**src/rtl/ddr_pattern_tester.sv**
```systemverilog
// ddr_pattern_tester
// Writes NUM_WORDS pattern words into one bank of a DDR controller, reads them
// back, compares against the regenerated pattern and reports errors.
//
// Handshake: a command (CMD_WRITE / CMD_READ) is a single-cycle pulse and
// is only issued in a cycle where CTRL_BUSY was sampled low. RD_VALID is a
// one-cycle strobe qualifying RD_DATA and is only consumed in RD_WAIT.
//
// Ports:
//   SYS_CLK_100M  sole clock, rising edge
//   RESET         asynchronous active-high reset
//   START         run request, sampled only in IDLE
//   MODE          pattern: 00 incr, 01 walking-one, 10 LFSR, 11 checkerboard
//   BASE_BA       bank under test
//   BASE_ROW      first row under test
//   CMD_WRITE     one-cycle write command
//   CMD_READ      one-cycle read command
//   CMD_BA/ROW/COL command address
//   WR_DATA       write data, valid with CMD_WRITE
//   CTRL_BUSY     controller busy
//   RD_DATA       read data
//   RD_VALID      read data strobe
//   BUSY          run in progress
//   DONE          run complete, held until next START
//   PASS          DONE with zero errors
//   ERR_COUNT     mismatches + timeouts, saturating
//   FIRST_ERR_IDX word index of first error
//   LED           {DONE, PASS, BUSY, ERR_COUNT[4:0]}
//   DBG_STATE     current FSM state encoding
module ddr_pattern_tester #(
  parameter int DATA_W    = 16,
  parameter int ROW_W     = 13,
  parameter int COL_W     = 10,
  parameter int BA_W      = 2,
  parameter int NUM_WORDS = 256,
  parameter int TIMEOUT   = 1023
) (
  input  logic                   SYS_CLK_100M,
  input  logic                   RESET,
  input  logic                   START,
  input  logic [1:0]             MODE,
  input  logic [BA_W-1:0]        BASE_BA,
  input  logic [ROW_W-1:0]       BASE_ROW,
  output logic                   CMD_WRITE,
  output logic                   CMD_READ,
  output logic [BA_W-1:0]        CMD_BA,
  output logic [ROW_W-1:0]       CMD_ROW,
  output logic [COL_W-1:0]       CMD_COL,
  output logic [DATA_W-1:0]      WR_DATA,
  input  logic                   CTRL_BUSY,
  input  logic [DATA_W-1:0]      RD_DATA,
  input  logic                   RD_VALID,
  output logic                   BUSY,
  output logic                   DONE,
  output logic                   PASS,
  output logic [15:0]            ERR_COUNT,
  output logic [ROW_W+COL_W-1:0] FIRST_ERR_IDX,
  output logic [7:0]             LED,
  output logic [2:0]             DBG_STATE
);

  localparam int IDX_W = ROW_W + COL_W;
  localparam int TMO_W = (TIMEOUT < 2) ? 1 : $clog2(TIMEOUT + 1);
  localparam logic [IDX_W:0]     LAST_IDX   = (IDX_W+1)'(NUM_WORDS - 1);
  localparam logic [TMO_W-1:0]   TMO_LAST   = TMO_W'(TIMEOUT - 1);
  localparam logic [31:0]        LFSR_POLY  = 32'h80200003;
  localparam logic [31:0]        LFSR_SEED  = 32'h00000001;

  typedef enum logic [2:0] {
    S_IDLE     = 3'd0,
    S_WR_ISSUE = 3'd1,
    S_WR_WAIT  = 3'd2,
    S_RD_ISSUE = 3'd3,
    S_RD_WAIT  = 3'd4,
    S_FINISH   = 3'd5
  } state_t;

  state_t              r_state;
  logic [IDX_W-1:0]    r_idx;
  logic [31:0]         r_lfsr;
  logic [1:0]          r_mode;
  logic [BA_W-1:0]     r_ba;
  logic [ROW_W-1:0]    r_row;
  logic [15:0]         r_err;
  logic [IDX_W-1:0]    r_first;
  logic                r_done;
  logic                r_pass;
  logic                r_busy;
  logic                r_cmd_wr;
  logic                r_cmd_rd;
  logic [BA_W-1:0]     r_cmd_ba;
  logic [ROW_W-1:0]    r_cmd_row;
  logic [COL_W-1:0]    r_cmd_col;
  logic [DATA_W-1:0]   r_wr_data;
  logic                r_first_wait;
  logic [TMO_W-1:0]    r_tmo;

  logic                w_last;
  logic [31:0]         w_lfsr_next;
  logic [IDX_W-1:0]    w_walk_sh;
  logic [DATA_W-1:0]   w_walk;
  logic [DATA_W-1:0]   w_checker;
  logic [DATA_W-1:0]   w_pattern;
  logic [ROW_W-1:0]    w_row;
  logic [COL_W-1:0]    w_col;
  logic [15:0]         w_err_inc;
  logic                w_rd_done;
  logic                w_rd_bad;

  assign w_last      = ({1'b0, r_idx} == LAST_IDX);
  // Right-shifting Galois LFSR: feedback taps applied when the bit shifted out is 1.
  assign w_lfsr_next = {1'b0, r_lfsr[31:1]} ^ (r_lfsr[0] ? LFSR_POLY : 32'h0);
  assign w_walk_sh   = r_idx % IDX_W'(DATA_W);
  assign w_walk      = DATA_W'(1) << w_walk_sh;
  // Row wraps modulo 2^ROW_W through the truncating add.
  assign w_row       = r_row + ROW_W'(r_idx >> COL_W);
  assign w_col       = r_idx[COL_W-1:0];
  assign w_err_inc   = (r_err == 16'hFFFF) ? r_err : r_err + 16'd1;
  // A read slot ends on data or on the last timeout cycle; no data is an error.
  assign w_rd_done   = RD_VALID || (r_tmo == TMO_LAST);
  assign w_rd_bad    = !RD_VALID || (RD_DATA != w_pattern);

  always_comb begin
    w_checker = '0;
    // Even words: ...1010, odd words: ...0101.
    for (int k = 0; k < DATA_W; k++) begin
      w_checker[k] = k[0] ^ r_idx[0];
    end
  end

  always_comb begin
    w_pattern = '0;
    case (r_mode)
      2'b00:   w_pattern = DATA_W'(r_idx);
      2'b01:   w_pattern = w_walk;
      2'b10:   w_pattern = r_lfsr[DATA_W-1:0];
      default: w_pattern = w_checker;
    endcase
  end

  always_ff @(posedge SYS_CLK_100M or posedge RESET) begin
    if (RESET) begin
      r_state      <= S_IDLE;
      r_idx        <= '0;
      r_lfsr       <= LFSR_SEED;
      r_mode       <= '0;
      r_ba         <= '0;
      r_row        <= '0;
      r_err        <= '0;
      r_first      <= '0;
      r_done       <= 1'b0;
      r_pass       <= 1'b0;
      r_busy       <= 1'b0;
      r_cmd_wr     <= 1'b0;
      r_cmd_rd     <= 1'b0;
      r_cmd_ba     <= '0;
      r_cmd_row    <= '0;
      r_cmd_col    <= '0;
      r_wr_data    <= '0;
      r_first_wait <= 1'b0;
      r_tmo        <= '0;
    end else begin
      r_cmd_wr <= 1'b0;
      r_cmd_rd <= 1'b0;
      case (r_state)
        S_IDLE: begin
          if (START) begin
            r_mode  <= MODE;
            r_ba    <= BASE_BA;
            r_row   <= BASE_ROW;
            r_err   <= '0;
            r_first <= '0;
            r_done  <= 1'b0;
            r_pass  <= 1'b0;
            r_idx   <= '0;
            r_lfsr  <= LFSR_SEED;
            r_busy  <= 1'b1;
            r_state <= S_WR_ISSUE;
          end
        end
        S_WR_ISSUE: begin
          if (!CTRL_BUSY) begin
            r_cmd_wr     <= 1'b1;
            r_cmd_ba     <= r_ba;
            r_cmd_row    <= w_row;
            r_cmd_col    <= w_col;
            r_wr_data    <= w_pattern;
            r_first_wait <= 1'b1;
            r_state      <= S_WR_WAIT;
          end
        end
        S_WR_WAIT: begin
          // The controller may not have raised BUSY yet in the cycle right
          // after the command, so that cycle is skipped.
          if (r_first_wait) begin
            r_first_wait <= 1'b0;
          end else if (!CTRL_BUSY) begin
            if (w_last) begin
              r_idx   <= '0;
              r_lfsr  <= LFSR_SEED;
              r_state <= S_RD_ISSUE;
            end else begin
              r_idx   <= r_idx + IDX_W'(1);
              r_lfsr  <= w_lfsr_next;
              r_state <= S_WR_ISSUE;
            end
          end
        end
        S_RD_ISSUE: begin
          if (!CTRL_BUSY) begin
            r_cmd_rd  <= 1'b1;
            r_cmd_ba  <= r_ba;
            r_cmd_row <= w_row;
            r_cmd_col <= w_col;
            r_tmo     <= '0;
            r_state   <= S_RD_WAIT;
          end
        end
        S_RD_WAIT: begin
          if (w_rd_done) begin
            if (w_rd_bad) begin
              r_err <= w_err_inc;
              if (r_err == 16'd0) begin
                r_first <= r_idx;
              end
            end
            if (w_last) begin
              r_state <= S_FINISH;
            end else begin
              r_idx   <= r_idx + IDX_W'(1);
              r_lfsr  <= w_lfsr_next;
              r_state <= S_RD_ISSUE;
            end
          end else begin
            r_tmo <= r_tmo + TMO_W'(1);
          end
        end
        S_FINISH: begin
          r_done  <= 1'b1;
          r_pass  <= (r_err == 16'd0);
          r_busy  <= 1'b0;
          r_state <= S_IDLE;
        end
        default: r_state <= S_IDLE;
      endcase
    end
  end

  assign CMD_WRITE     = r_cmd_wr;
  assign CMD_READ      = r_cmd_rd;
  assign CMD_BA        = r_cmd_ba;
  assign CMD_ROW       = r_cmd_row;
  assign CMD_COL       = r_cmd_col;
  assign WR_DATA       = r_wr_data;
  assign BUSY          = r_busy;
  assign DONE          = r_done;
  assign PASS          = r_pass;
  assign ERR_COUNT     = r_err;
  assign FIRST_ERR_IDX = r_first;
  assign LED           = {r_done, r_pass, r_busy, r_err[4:0]};
  assign DBG_STATE     = r_state;

endmodule

```
**config.mk**
```make
export PLATFORM = sky130hd
export DESIGN_NAME = ddr_pattern_tester
export DESIGN_NICKNAME = d
export VERILOG_FILES = /design/src/rtl/ddr_pattern_tester.sv
export SDC_FILE = /design/constraint.sdc
export NUM_CORES = 1
export LEC_CHECK = 0
export BUFFER_PORTS_ARGS = -buffer_cell sky130_fd_sc_hd__buf_2
export CAP_MARGIN = 20
export CORE_AREA = 10 10 136 138
export DETAILED_ROUTE_END_ITERATION = 7
export DIE_AREA = 0 0 146 148
export GPL_TIMING_DRIVEN = 0
export PLACE_DENSITY = 0.87
export SLEW_MARGIN = 20
export SYNTH_ARGS = -nofsm -noshare
export SYNTH_HDL_FRONTEND = slang
export SYNTH_SLANG_ARGS = --single-unit
```
**constraint.sdc**
```tcl
create_clock -name SYS_CLK_100M -period 7.2 [get_ports SYS_CLK_100M]
set_input_delay 0.72 -clock SYS_CLK_100M [delete_from_list [all_inputs] [get_ports SYS_CLK_100M]]
set_output_delay 0.72 -clock SYS_CLK_100M [all_outputs]
set_load 0.02 [all_outputs]
```
==> impl_metrics.prom, run 1 <==
# TYPE chip_impl_metric gauge
chip_impl_info{name="worstHoldPathType",value="in2async"} 1
chip_impl_metric{name="post_cts_resize_count",unit=""} 0
chip_impl_metric{name="combinationalPowerShare",unit=""} 0.379
chip_impl_metric{name="final-max-slew-violation-count",unit=""} 0
chip_impl_metric{name="finalNetCount",unit=""} 1099
chip_impl_metric{name="net_switching",unit="mW"} 1.33
chip_impl_metric{name="detail_route.wirelength",unit="mm"} 23.4
chip_impl_metric{name="latest_clock_arrival_within_the_worst_skew_pair",unit="ps"} 430
chip_impl_metric{name="period_minus_ws_final",unit="ps"} 3770
chip_impl_info{name="layout.cells.most_common",value="dfrtp_1"} 1
chip_impl_metric{name="synth_async_sr_flop_share",unit=""} 1.00
chip_impl_info{name="worstSetupEndpoint",value="FIRST_ERR_IDX[2]"} 1
chip_impl_metric{name="port-buffer-count",unit=""} 133
chip_impl_metric{name="cts_setup_buffers",unit=""} 0
chip_impl_metric{name="track_usage",unit=""} 0.217
chip_impl_metric{name="first_global_vias",unit=""} 7371
chip_impl_metric{name="globalplace.congestion",unit=""} 0.949
chip_impl_metric{name="synth_seq_cells",unit=""} 171
chip_impl_metric{name="synth_enable_flop_cells",unit=""} 0
chip_impl_metric{name="power_switching_share",unit=""} 0.381
chip_impl_metric{name="cts.clk_slew.worst_paths",unit="ps"} 60
chip_impl_info{name="r2r_start",value="r_idx[2]"} 1
chip_impl_metric{name="effective_utilization_at_floorplan",unit=""} 0.560
chip_impl_metric{name="die_w",unit="um"} 146
chip_impl_metric{name="hold_viol_final",unit=""} 0
chip_impl_info{name="tritoncts",value="built"} 1
chip_impl_metric{name="postSynthAreaPerCell",unit="um2"} 9.95
chip_impl_info{name="run_status",value="finished clean"} 1
chip_impl_metric{name="instances_no_fill",unit=""} 1267
chip_impl_metric{name="pwr-share-clk",unit=""} 0.264
chip_impl_metric{name="drt-initial-drc-count",unit=""} 771
chip_impl_metric{name="final_setup_skew",unit="ps"} 11.5
chip_impl_info{name="flip_flop_cell_with_the_highest_count_after_synthesis",value="dfrtp_1"} 1
chip_impl_metric{name="cts.hold.buffers_added",unit=""} 0
chip_impl_metric{name="timing_worst_slew_pin_value",unit="ps"} 801
chip_impl_metric{name="route.detailed.drc",unit=""} 0
chip_impl_metric{name="synthesized_instance_count",unit=""} 885
chip_impl_metric{name="wl_per_cell",unit="um"} 18.5
chip_impl_metric{name="finalSetupViolCount",unit=""} 0
chip_impl_metric{name="area_of_the_die",unit="mm2"} 0.0216
chip_impl_metric{name="place_ws",unit="ps"} 3510
chip_impl_metric{name="grt_use_met3",unit=""} 0.0656
chip_impl_metric{name="seq_pwr_share",unit=""} 0.357
chip_impl_metric{name="yosysWarningCount",unit=""} 0
chip_impl_metric{name="cts.path.max_buffers",unit=""} 2
chip_impl_metric{name="crit_required",unit="ps"} 7510
chip_impl_metric{name="area_growth_from_synthesis_to_layout",unit="%"} 17.8
chip_impl_metric{name="cts_sinks",unit=""} 171
chip_impl_metric{name="grt_start_max_net_pins",unit=""} 111
chip_impl_info{name="grt_setup_unrepaired",value="false"} 1
chip_impl_metric{name="avgViaCountPerCell",unit=""} 5.88
chip_impl_metric{name="static-leakage-power",unit="nW"} 4.94
chip_impl_metric{name="num_rows",unit=""} 46
chip_impl_metric{name="worst-r2r-cell-count",unit=""} 11
chip_impl_info{name="critical_path_startpoint",value="r_idx[2]"} 1
chip_impl_metric{name="setup.reg_to_reg.worst_slack",unit="ps"} 3430
chip_impl_metric{name="max-cap-violations",unit=""} 0
chip_impl_metric{name="synth_sequential_area_ratio",unit=""} 0.486
chip_impl_metric{name="cp_max_fo",unit=""} 10
chip_impl_metric{name="ios",unit=""} 134
chip_impl_info{name="regToRegEndpoint",value="FIRST_ERR_IDX[2]"} 1
chip_impl_metric{name="hpwlAfterDp",unit="mm"} 17.4
chip_impl_metric{name="min_period_over_period",unit=""} 0.524
chip_impl_metric{name="vdd_drop_max",unit="V"} 0.000248
chip_impl_metric{name="core",unit="mm2"} 0.0157
chip_impl_info{name="startpoint_type",value="flip-flop"} 1
chip_impl_info{name="crit_type",value="reg2reg"} 1
chip_impl_metric{name="final_antenna_net_count",unit=""} 0
chip_impl_metric{name="layout-drive-gt1-share",unit=""} 0.226
chip_impl_metric{name="powerDensity",unit="mW/mm2"} 336
chip_impl_metric{name="dr_total_vias",unit=""} 7448
chip_impl_metric{name="internal_power_component",unit="mW"} 2.16
chip_impl_metric{name="timing.final.ws_setup",unit="ps"} 3430
chip_impl_info{name="cp-end-kind",value="flip-flop"} 1
chip_impl_metric{name="first_pass_iters",unit=""} 5
chip_impl_metric{name="syn-num-nets",unit=""} 946
chip_impl_metric{name="post-place-cells",unit=""} 1235
chip_impl_metric{name="fmax",unit="GHz"} 0.265
chip_impl_metric{name="yosys.cell_types.count",unit=""} 67
chip_impl_info{name="grt_most_used_layer",value="met2"} 1
chip_impl_info{name="clock_root_buffer",value="clkbuf_16"} 1
chip_impl_metric{name="fillerInstances",unit=""} 1221
chip_impl_metric{name="grt_overflow",unit=""} 0
chip_impl_metric{name="worst_slew_margin_rel",unit=""} 0.466
chip_impl_info{name="layout.cells.most_common_list",value="dfrtp_1, buf_2, nand2_1, o21ai_0, nor2_1"} 1
chip_impl_metric{name="totalNegativeSetupSlack",unit="ps"} 0
chip_impl_metric{name="grt_antenna_before_repair",unit=""} 0
chip_impl_metric{name="chipHeight",unit="um"} 148
chip_impl_metric{name="grt_util_met2",unit=""} 0.333
chip_impl_metric{name="grt_pass1_wl",unit="mm"} 38.4
chip_impl_metric{name="cts_htree_levels",unit=""} 4
chip_impl_metric{name="tritoncts_buffer_count",unit=""} 17
chip_impl_metric{name="crit_arrival",unit="ps"} 4080
chip_impl_metric{name="antenna-diode-count",unit=""} 0
chip_impl_metric{name="syn-cell-area",unit="mm2"} 0.00880
chip_impl_metric{name="met1_usage",unit=""} 0.286
==> how the worst min path moves through the flow <==
stage	start	endpoint	slack, ps	depth (start not counted)
floorplan	r_lfsr[1]	r_lfsr[0]	430	1
detailed placement	r_ba[0]	CMD_BA[0]	460	2
finish	RESET	ERR_COUNT[10]	320	2
CTS	RESET	ERR_COUNT[12]	320	2
global placement	r_ba[1]	CMD_BA[1]	450	2
global route	RESET	ERR_COUNT[5]	340	2
==> power groups by stage <==
stage	Sequential, mW	Combinational [mW]	Clock, mW
finish	1.25	1.32	0.920
global route	1.27	1.46	0.974
CTS	1.24	1.32	0.930
detailed placement	1.26	1.32	0
global placement	1.25	1.28	0
floorplan	1.35	0.828	0
==> synthesized netlist by cell type, drive strengths merged, types with 3 or more instances <==
library cell | n | area share
or2 | 5 | 0.0036
ha | 22 | 0.031
buf | 23 | 0.019
or4 | 3 | 0.0026
nor4 | 10 | 0.0088
mux2 | 32 | 0.046
o21ai | 81 | 0.046
nor2 | 76 | 0.033
inv | 42 | 0.018
a21o | 3 | 0.0026
nor3b | 3 | 0.0026
and2 | 5 | 0.0036
xor2 | 23 | 0.023
o31ai | 18 | 0.015
a311oi | 3 | 0.0037
and3 | 13 | 0.0092
nand2b | 9 | 0.0064
a31oi | 3 | 0.0021
nor3 | 12 | 0.0068
dfrtp | 170 | 0.48
a22o | 30 | 0.030
a21oi | 18 | 0.010
mux4 | 4 | 0.010
clkbuf | 35 | 0.015
mux2i | 14 | 0.016
o221ai | 6 | 0.0060
or3 | 6 | 0.0043
nand3b | 4 | 0.0034
xnor2 | 19 | 0.019
nand4 | 10 | 0.0071
o41ai | 14 | 0.014
nand2 | 112 | 0.048
nor2b | 9 | 0.0064
nand3 | 22 | 0.013
==> routing by layer <==
layer | part of all wire | routed length [um] | up-vias
li1 | - | - | 3419
met3 | 0.087 | 2040 | 54
met4 | 0.022 | 508 | 0
met2 | 0.47 | 11000 | 355
met1 | 0.42 | 9920 | 3620
met5 | 0 | 0 | -
==> cell type report <==
class | instances | area, um2 | share of cell area
plain buffers | 58 | 299 | 0.0288
clock buffers | 24 | 482 | 0.0465
clock inverters | 8 | 108 | 0.0104
inverters | 42 | 165 | 0.0159
multi-input cells | 614 | 4070 | 0.393
flip-flops and latches | 171 | 4280 | 0.413
well taps | 216 | 270 | 0.0261
repair buffers | 134 | 693 | 0.0668
==> cell families after synthesis <==
kind of cell / after synthesis / synth area share
xor+xnor: 42 / 0.0418
buf+inv: 100 / 0.0519
compound gates: 192 / 0.148
flops: 171 / 0.486
mux: 50 / 0.0718
fa+ha+maj: 23 / 0.0335
simple gates: 307 / 0.167
==> worst max-delay path, cell delays in order (launching register included) <==
cell and delay, ps:
dfrtp_1 410, buf_2 200, inv_1 190, ha_1 210, nand2_1 60, mux4_2 510, xnor2_1 140, or4_1 580
nor4_4 610, nor2_2 200, buf_6 220, mux2_4 300
==> per-stage QoR <==
stage | power (mW) | area, um2 | util | hold slack (ps)
after floorplan | 2.18 | 8800 | - | 433
after CTS | 3.50 | 10400 | 0.660 | 317
after detailed placement | 2.58 | 9780 | 0.622 | 456
final | 3.49 | 10400 | 0.660 | 317
after global routing | 3.70 | 10400 | 0.660 | 344
after global placement | 2.53 | 9740 | 0.620 | 447
==> sequential cells by signal, summed over array words and instances (netlist names), 13 cells and up <==
register       count
CMD_ROW           13
r_lfsr            32
FIRST_ERR_IDX     23
r_idx             23
ERR_COUNT         16
WR_DATA           16
r_row             13
Note: power is estimated with default switching activity, not from simulation.
==> inputs of run 2 (changes only) <==
==> constraint.sdc (replaced) <==
create_clock -name SYS_CLK_100M -period 3.53 [get_ports SYS_CLK_100M]
set_input_delay 0.353 -clock SYS_CLK_100M [delete_from_list [all_inputs] [get_ports SYS_CLK_100M]]
set_output_delay 0.353 -clock SYS_CLK_100M [all_outputs]
set_load 0.02 [all_outputs]
==> run 2 against run 1 <==
Net effect:
- design area up 2.0%
- clock-buffer cell count down 5
- critical endpoint is now ERR_COUNT[15]
- fmax up 9.3%
- register-to-register slack worse by 3300 ps
- largest power group unchanged
- total power up 110%
==> impl_metrics.prom, run 2 (synthesized netlist as in run 1, its figures left out) <==
# TYPE chip_impl_metric gauge
chip_impl_info{name="cp-end-kind",value="flip-flop"} 1
chip_impl_metric{name="num_rows",unit=""} 46
chip_impl_metric{name="drt-initial-drc-count",unit=""} 925
chip_impl_metric{name="post-place-cells",unit=""} 1240
chip_impl_metric{name="tritoncts_buffer_count",unit=""} 17
chip_impl_info{name="worstSetupEndpoint",value="ERR_COUNT[15]"} 1
chip_impl_metric{name="combinationalPowerShare",unit=""} 0.373
chip_impl_metric{name="area_of_the_die",unit="mm2"} 0.0216
chip_impl_metric{name="crit_required",unit="ps"} 3840
chip_impl_metric{name="detail_route.wirelength",unit="mm"} 25.7
chip_impl_metric{name="cts.clk_slew.worst_paths",unit="ps"} 70
chip_impl_info{name="grt_setup_unrepaired",value="false"} 1
chip_impl_metric{name="power_switching_share",unit=""} 0.377
chip_impl_metric{name="min_period_over_period",unit=""} 0.978
chip_impl_metric{name="cts.path.max_buffers",unit=""} 2
chip_impl_metric{name="worst-r2r-cell-count",unit=""} 13
chip_impl_metric{name="powerDensity",unit="mW/mm2"} 708
chip_impl_metric{name="die_w",unit="um"} 146
chip_impl_metric{name="avgViaCountPerCell",unit=""} 6.05
chip_impl_metric{name="track_usage",unit=""} 0.235
chip_impl_info{name="worstHoldPathType",value="in2reg"} 1
chip_impl_metric{name="grt_antenna_before_repair",unit=""} 0
chip_impl_metric{name="worst_slew_margin_rel",unit=""} 0.438
chip_impl_metric{name="chipHeight",unit="um"} 148
chip_impl_metric{name="grt_start_max_net_pins",unit=""} 36
chip_impl_metric{name="cp_num_cells",unit=""} 13
chip_impl_metric{name="wl_per_cell",unit="um"} 20.2
chip_impl_info{name="r2r_start",value="r_idx[0]"} 1
chip_impl_metric{name="max-cap-violations",unit=""} 0
chip_impl_metric{name="net_switching",unit="mW"} 2.82
chip_impl_metric{name="timing_worst_slew_pin_value",unit="ps"} 840
chip_impl_metric{name="grt_overflow",unit=""} 0
chip_impl_info{name="regToRegEndpoint",value="ERR_COUNT[15]"} 1
chip_impl_metric{name="pwr-share-clk",unit=""} 0.286
chip_impl_metric{name="critPathMaxStageDelay",unit="ps"} 500
chip_impl_info{name="layout.cells.most_common_list",value="dfrtp_1, buf_2, nand2_1, o21ai_0, nor2_1"} 1
chip_impl_metric{name="finalNetCount",unit=""} 1108
chip_impl_metric{name="final_setup_skew",unit="ps"} 12.2
chip_impl_metric{name="core",unit="mm2"} 0.0157
chip_impl_metric{name="hold_viol_final",unit=""} 0
chip_impl_metric{name="period_minus_ws_final",unit="ps"} 3450
chip_impl_metric{name="latest_clock_arrival_within_the_worst_skew_pair",unit="ps"} 440
chip_impl_metric{name="seq_pwr_share",unit=""} 0.341
chip_impl_info{name="crit_family",value="simple AND/OR/NAND/NOR gates"} 1
chip_impl_info{name="worst_path_max_delay_cell",value="or4bb_1"} 1
chip_impl_info{name="crit_type",value="reg2reg"} 1
chip_impl_metric{name="hpwlAfterDp",unit="mm"} 18.1
chip_impl_metric{name="first_global_vias",unit=""} 7761
chip_impl_metric{name="ios",unit=""} 134
chip_impl_metric{name="vdd_drop_max",unit="V"} 0.000482
chip_impl_info{name="layout.cells.most_common",value="dfrtp_1"} 1
chip_impl_metric{name="grt_use_met3",unit=""} 0.0583
chip_impl_metric{name="cp_max_fo",unit=""} 10
chip_impl_info{name="run_status",value="finished clean"} 1
chip_impl_info{name="worstPathCellList",value="inv_2 -> ha_1 -> or4bb_1 -> o211ai_2 -> nand2b_1 -> a211o_1 -> a311o_1 -> nor4_4 -> buf_4 -> or2_0 -> buf_2 -> clkbuf_4 -> o41ai_1"} 1
chip_impl_metric{name="timing.hold.ws",unit="ps"} 130
chip_impl_metric{name="final_util",unit=""} 0.673
chip_impl_metric{name="final-max-slew-violation-count",unit=""} 0
chip_impl_metric{name="met1_usage",unit=""} 0.297
chip_impl_info{name="grt_most_used_layer",value="met2"} 1
chip_impl_metric{name="fmax",unit="GHz"} 0.290
chip_impl_metric{name="grt_pass1_wl",unit="mm"} 41.2
chip_impl_metric{name="area_growth_from_synthesis_to_layout",unit="%"} 20.1
chip_impl_metric{name="first_pass_iters",unit=""} 6
chip_impl_metric{name="instances_no_fill",unit=""} 1275
chip_impl_metric{name="static-leakage-power",unit="nW"} 5.04
chip_impl_metric{name="internal_power_component",unit="mW"} 4.66
chip_impl_metric{name="grt_util_met2",unit=""} 0.383
chip_impl_metric{name="layout-drive-gt1-share",unit=""} 0.237
chip_impl_metric{name="flip_flop_count_of_the_largest_register_after_layout",unit=""} 32
chip_impl_metric{name="effective_utilization_at_floorplan",unit=""} 0.560
chip_impl_metric{name="cts_htree_levels",unit=""} 4
chip_impl_metric{name="power.total",unit="mW"} 7.49
chip_impl_metric{name="worstPathBufferInverterCount",unit=""} 4
chip_impl_metric{name="crit_arrival",unit="ps"} 3760
chip_impl_info{name="tritoncts",value="built"} 1
chip_impl_metric{name="cts_sinks",unit=""} 171
chip_impl_info{name="critical_path_startpoint",value="r_idx[0]"} 1
chip_impl_metric{name="finalSetupViolCount",unit=""} 0
chip_impl_metric{name="route.detailed.drc",unit=""} 0
chip_impl_info{name="startpoint_type",value="flip-flop"} 1
chip_impl_info{name="clock_root_buffer",value="clkbuf_16"} 1
chip_impl_metric{name="globalplace.congestion",unit=""} 0.990
chip_impl_metric{name="dr_total_vias",unit=""} 7714
chip_impl_metric{name="setup.reg_to_reg.worst_slack",unit="ps"} 80
chip_impl_metric{name="final_antenna_net_count",unit=""} 0
chip_impl_metric{name="antenna-diode-count",unit=""} 0
chip_impl_metric{name="port-buffer-count",unit=""} 133
chip_impl_info{name="largest_register",value="r_lfsr"} 1
-- run 2: changes by cell type in the layout (fill, tap and decap cells not counted), moves of 2 or more --
cell,before,now
clkbuf_1,39,36
clkinv_4,2,0
bufinv_16,2,6
clkinv_2,1,3
dfrtp_2,0,2
dfrtp_1,170,168
buf_4,11,14
clkinvlp_4,1,3
buf_12,0,5
clkbuf_8,3,1
-- run 2: final cells by class --
class / count / area [um2]
Tap cell: 216 / 270
Multi-Input combinational cell: 614 / 4070
Sequential cell: 171 / 4280
Clock buffer: 19 / 443
Inverter: 42 / 161
Clock inverter: 12 / 219
Fill cell: 1146 / 5140
Buffer: 58 / 302
Timing Repair Buffer: 143 / 826
-- run 2: power by group through the flow --
stage	combinational (mW)	clock [mW]	sequential [mW]
floorplan	1.69	0	2.76
global placement	2.61	0	2.55
detailed placement	2.71	0	2.57
CTS	2.76	2.15	2.54
global route	3.02	2.23	2.59
finish	2.79	2.14	2.55
-- run 2: through the flow --
step           setup slack (ps)  TNS [ps]  cell area, um2
2_1_floorplan               370         0            8810
3_3_place_gp               -196     -4740            9740
6_report                   78.2         0           10600
5_1_grt                    1.35         0           10600
3_5_place_dp               -228     -4990            9880
4_1_cts                    97.5         0           10600
-- run 2: what timing repair did --
action | in CTS | in global routing
pin swaps | 1 | 0
hold endpoints to repair | 13 | 0
endpoints found under the setup margin | 38 | 15
hold buffers | 1 | 0
gates resized for setup | 1 | 3
setup buffers | 3 | 0
-- run 2: routing by layer --
metal | routed length [um] | vias up | part of all wire
met5 | 0 | - | 0
met3 | 2380 | 87 | 0.093
li1 | - | 3424 | -
met4 | 790 | 0 | 0.031
met1 | 10200 | 3730 | 0.40
met2 | 12300 | 473 | 0.48
-- run 2: worst min-delay path by stage --
stage                      startpoint      endpoint  slack (ps)  depth (start not counted)
after floorplan             r_lfsr[1]     r_lfsr[0]         430                          1
after detailed placement        RESET  ERR_COUNT[6]         350                          2
final                     BASE_ROW[1]      r_row[1]         130                          3
after global routing      BASE_ROW[1]      r_row[1]         140                          3
after global placement        r_ba[1]     CMD_BA[1]         450                          2
after CTS                 BASE_ROW[1]      r_row[1]         120                          3
-- run 2: tightest hold or removal path: stages --
cell,delay [ps]
buf_2,70
nand2_1,40
o21ai_0,60
==> inputs of run 3 (changes only) <==
--- a/config.mk
+++ b/config.mk
@@ -11,7 +11,7 @@
 export DETAILED_ROUTE_END_ITERATION = 7
 export DIE_AREA = 0 0 146 148
 export GPL_TIMING_DRIVEN = 0
-export PLACE_DENSITY = 0.87
+export PLACE_DENSITY = 0.84
 export SLEW_MARGIN = 20
 export SYNTH_ARGS = -nofsm -noshare
 export SYNTH_HDL_FRONTEND = slang
==> run 3 against run 2 <==
Net effect:
- clock power decreased by 13%
- critical path depth unchanged
- fmax up 2.2%
- core utilization shrank 0.45 points
- flip-flop and latch count did not move
- first-iteration DRC count fell by 30%
- clock skew decreased by 2.0 ps
- sequential power about the same
- global-route usage is 1.1 points lower
- non-clock buffer count unchanged
- critical path type unchanged
- largest power group unchanged
==> impl_metrics.prom, run 3 (synthesized netlist as in run 1, its figures left out) <==
# TYPE chip_impl_metric gauge
chip_impl_metric{name="fillerInstances",unit=""} 1204
chip_impl_info{name="run_status",value="finished clean"} 1
chip_impl_metric{name="finalNetCount",unit=""} 1108
chip_impl_metric{name="ios",unit=""} 134
chip_impl_metric{name="dr_total_vias",unit=""} 7504
chip_impl_metric{name="die_w",unit="um"} 146
chip_impl_metric{name="max-cap-violations",unit=""} 0
chip_impl_metric{name="track_usage",unit=""} 0.224
chip_impl_metric{name="core",unit="mm2"} 0.0157
chip_impl_metric{name="area_of_the_die",unit="mm2"} 0.0216
chip_impl_metric{name="cts_sinks",unit=""} 171
chip_impl_metric{name="globalplace.congestion",unit=""} 0.955
chip_impl_metric{name="first_global_vias",unit=""} 7445
chip_impl_info{name="startpoint_type",value="flip-flop"} 1
chip_impl_metric{name="powerDensity",unit="mW/mm2"} 685
chip_impl_metric{name="grt_antenna_before_repair",unit=""} 0
chip_impl_info{name="worstHoldPathType",value="in2reg"} 1
chip_impl_metric{name="hpwlAfterDp",unit="mm"} 18.2
chip_impl_metric{name="fmax",unit="GHz"} 0.296
chip_impl_info{name="largest_register",value="r_lfsr"} 1
chip_impl_metric{name="grt_start_max_net_pins",unit=""} 37
chip_impl_metric{name="final_antenna_net_count",unit=""} 0
chip_impl_metric{name="multi_input_comb_area",unit="mm2"} 0.00407
chip_impl_metric{name="grt_pass1_wl",unit="mm"} 39.4
chip_impl_metric{name="cts.clk_slew.worst_paths",unit="ps"} 60
chip_impl_metric{name="latest_clock_arrival_within_the_worst_skew_pair",unit="ps"} 440
chip_impl_metric{name="route.detailed.drc",unit=""} 0
chip_impl_info{name="tritoncts",value="built"} 1
chip_impl_metric{name="final_std_cell_area_no_fill",unit="mm2"} 0.0105
chip_impl_metric{name="layout-drive-gt1-share",unit=""} 0.239
chip_impl_info{name="layout.cells.most_common",value="dfrtp_1"} 1
chip_impl_info{name="crit_type",value="reg2reg"} 1
chip_impl_metric{name="static-leakage-power",unit="nW"} 5.01
chip_impl_metric{name="hold_viol_final",unit=""} 0
chip_impl_metric{name="place_ws",unit="ps"} -234
chip_impl_metric{name="first_pass_iters",unit=""} 6
chip_impl_metric{name="area_growth_from_synthesis_to_layout",unit="%"} 19.3
chip_impl_metric{name="placed_area",unit="mm2"} 0.00988
chip_impl_metric{name="crit_required",unit="ps"} 3820
chip_impl_metric{name="chipHeight",unit="um"} 148
chip_impl_metric{name="num_rows",unit=""} 46
chip_impl_metric{name="finalSetupViolCount",unit=""} 0
chip_impl_metric{name="timing_worst_slew_pin_value",unit="ps"} 792
chip_impl_info{name="clock_root_buffer",value="clkbuf_16"} 1
chip_impl_metric{name="worst_slew_margin_rel",unit=""} 0.469
chip_impl_metric{name="timing.final.ws_setup",unit="ps"} 152
chip_impl_metric{name="drt-initial-drc-count",unit=""} 650
chip_impl_metric{name="cp_max_fo",unit=""} 10
chip_impl_metric{name="port-buffer-count",unit=""} 133
chip_impl_metric{name="cts_htree_levels",unit=""} 4
chip_impl_metric{name="tritoncts_buffer_count",unit=""} 17
chip_impl_info{name="layout.cells.most_common_list",value="dfrtp_1, buf_2, nand2_1, o21ai_0, nor2_1"} 1
chip_impl_metric{name="detail_route.wirelength",unit="mm"} 24.4
chip_impl_metric{name="period_minus_ws_final",unit="ps"} 3380
chip_impl_metric{name="min_period_over_period",unit=""} 0.957
chip_impl_metric{name="vdd_drop_max",unit="V"} 0.000512
chip_impl_metric{name="final_setup_skew",unit="ps"} 10.2
chip_impl_metric{name="grt_overflow",unit=""} 0
chip_impl_metric{name="cts.path.max_buffers",unit=""} 2
chip_impl_info{name="cp-end-kind",value="flip-flop"} 1
chip_impl_metric{name="final-seq-area",unit="mm2"} 0.00428
chip_impl_metric{name="avgViaCountPerCell",unit=""} 5.88
chip_impl_metric{name="final-max-slew-violation-count",unit=""} 0
chip_impl_metric{name="antenna-diode-count",unit=""} 0
chip_impl_metric{name="wl_per_cell",unit="um"} 19.1
chip_impl_metric{name="effective_utilization_at_floorplan",unit=""} 0.560
chip_impl_metric{name="crit_arrival",unit="ps"} 3670
chip_impl_metric{name="flip_flop_count_of_the_largest_register_after_layout",unit=""} 32
[run 3: through the flow]
step           power [mW]  hold slack [ps]  cells   util  TNS, ps
2_1_floorplan        4.45              433    885      -        0
3_3_place_gp         5.17              447   1234  0.620    -5380
3_5_place_dp         5.28              413   1240  0.629    -5460
4_1_cts              7.16              136   1274  0.667        0
5_1_grt              7.58              146   1276  0.669  -0.0906
6_report             7.20              139   1276  0.669        0
[run 3: timing repair]
item	4_1_cts	5_1_grt
gates resized for setup	0	6
hold buffers	1	0
pin swaps	1	0
endpoints found under the hold margin	13	0
setup endpoints to repair	36	25
buffers inserted	1	2
[run 3: path summary, 6_finish.rpt]
path | startpoint | endpoint | slack, ps | depth (start not counted)
setup / recovery | r_idx[2] | ERR_COUNT[15] | 150 | 13
hold / removal | MODE[0] | r_mode[0] | 140 | 3
setup reg to reg | r_idx[2] | ERR_COUNT[15] | 150 | 13
hold reg to reg | r_ba[1] | CMD_BA[1] | 470 | 2
max in group asynchronous | RESET | r_lfsr[4] | 2170 | 6
min in group asynchronous | RESET | ERR_COUNT[9] | 500 | 3
[run 3: cell type report]
| class | instances | area share |
|---|---|---|
| Inverter | 42 | 0.0154 |
| Timing Repair Buffer | 143 | 0.0793 |
| Buffer | 58 | 0.0288 |
| Tap cell | 216 | 0.0257 |
| Clock inverter | 13 | 0.0133 |
| Multi-Input combinational cell | 614 | 0.388 |
| Sequential cell | 171 | 0.408 |
| Clock buffer | 19 | 0.0422 |
[run 3: where the power goes]
| part | internal (mW) | switching [mW] |
|---|---|---|
| Clock | 1.07 | 0.804 |
| Sequential | 2.31 | 0.236 |
| Combinational | 1.02 | 1.76 |
[run 3: layer usage]
layer  vias up  track usage  wire length (um)
met1      3645        0.291             10200
met4         0       0.0751               483
met2       379        0.358             11700
met5         -            0                 0
met3        53       0.0589              2030
li1       3427            -                 -
[run 3: critical path, stage by stage, from the launching register on]
cell and delay, ps:
dfrtp_1 410, buf_2 200, inv_2 120, ha_1 190, nand2_1 60, mux4_2 530
xnor2_1 160, or4_1 580, nor4_4 150, buf_4 220, or2_0 120, buf_2 170
clkbuf_4 240, o41ai_1 90
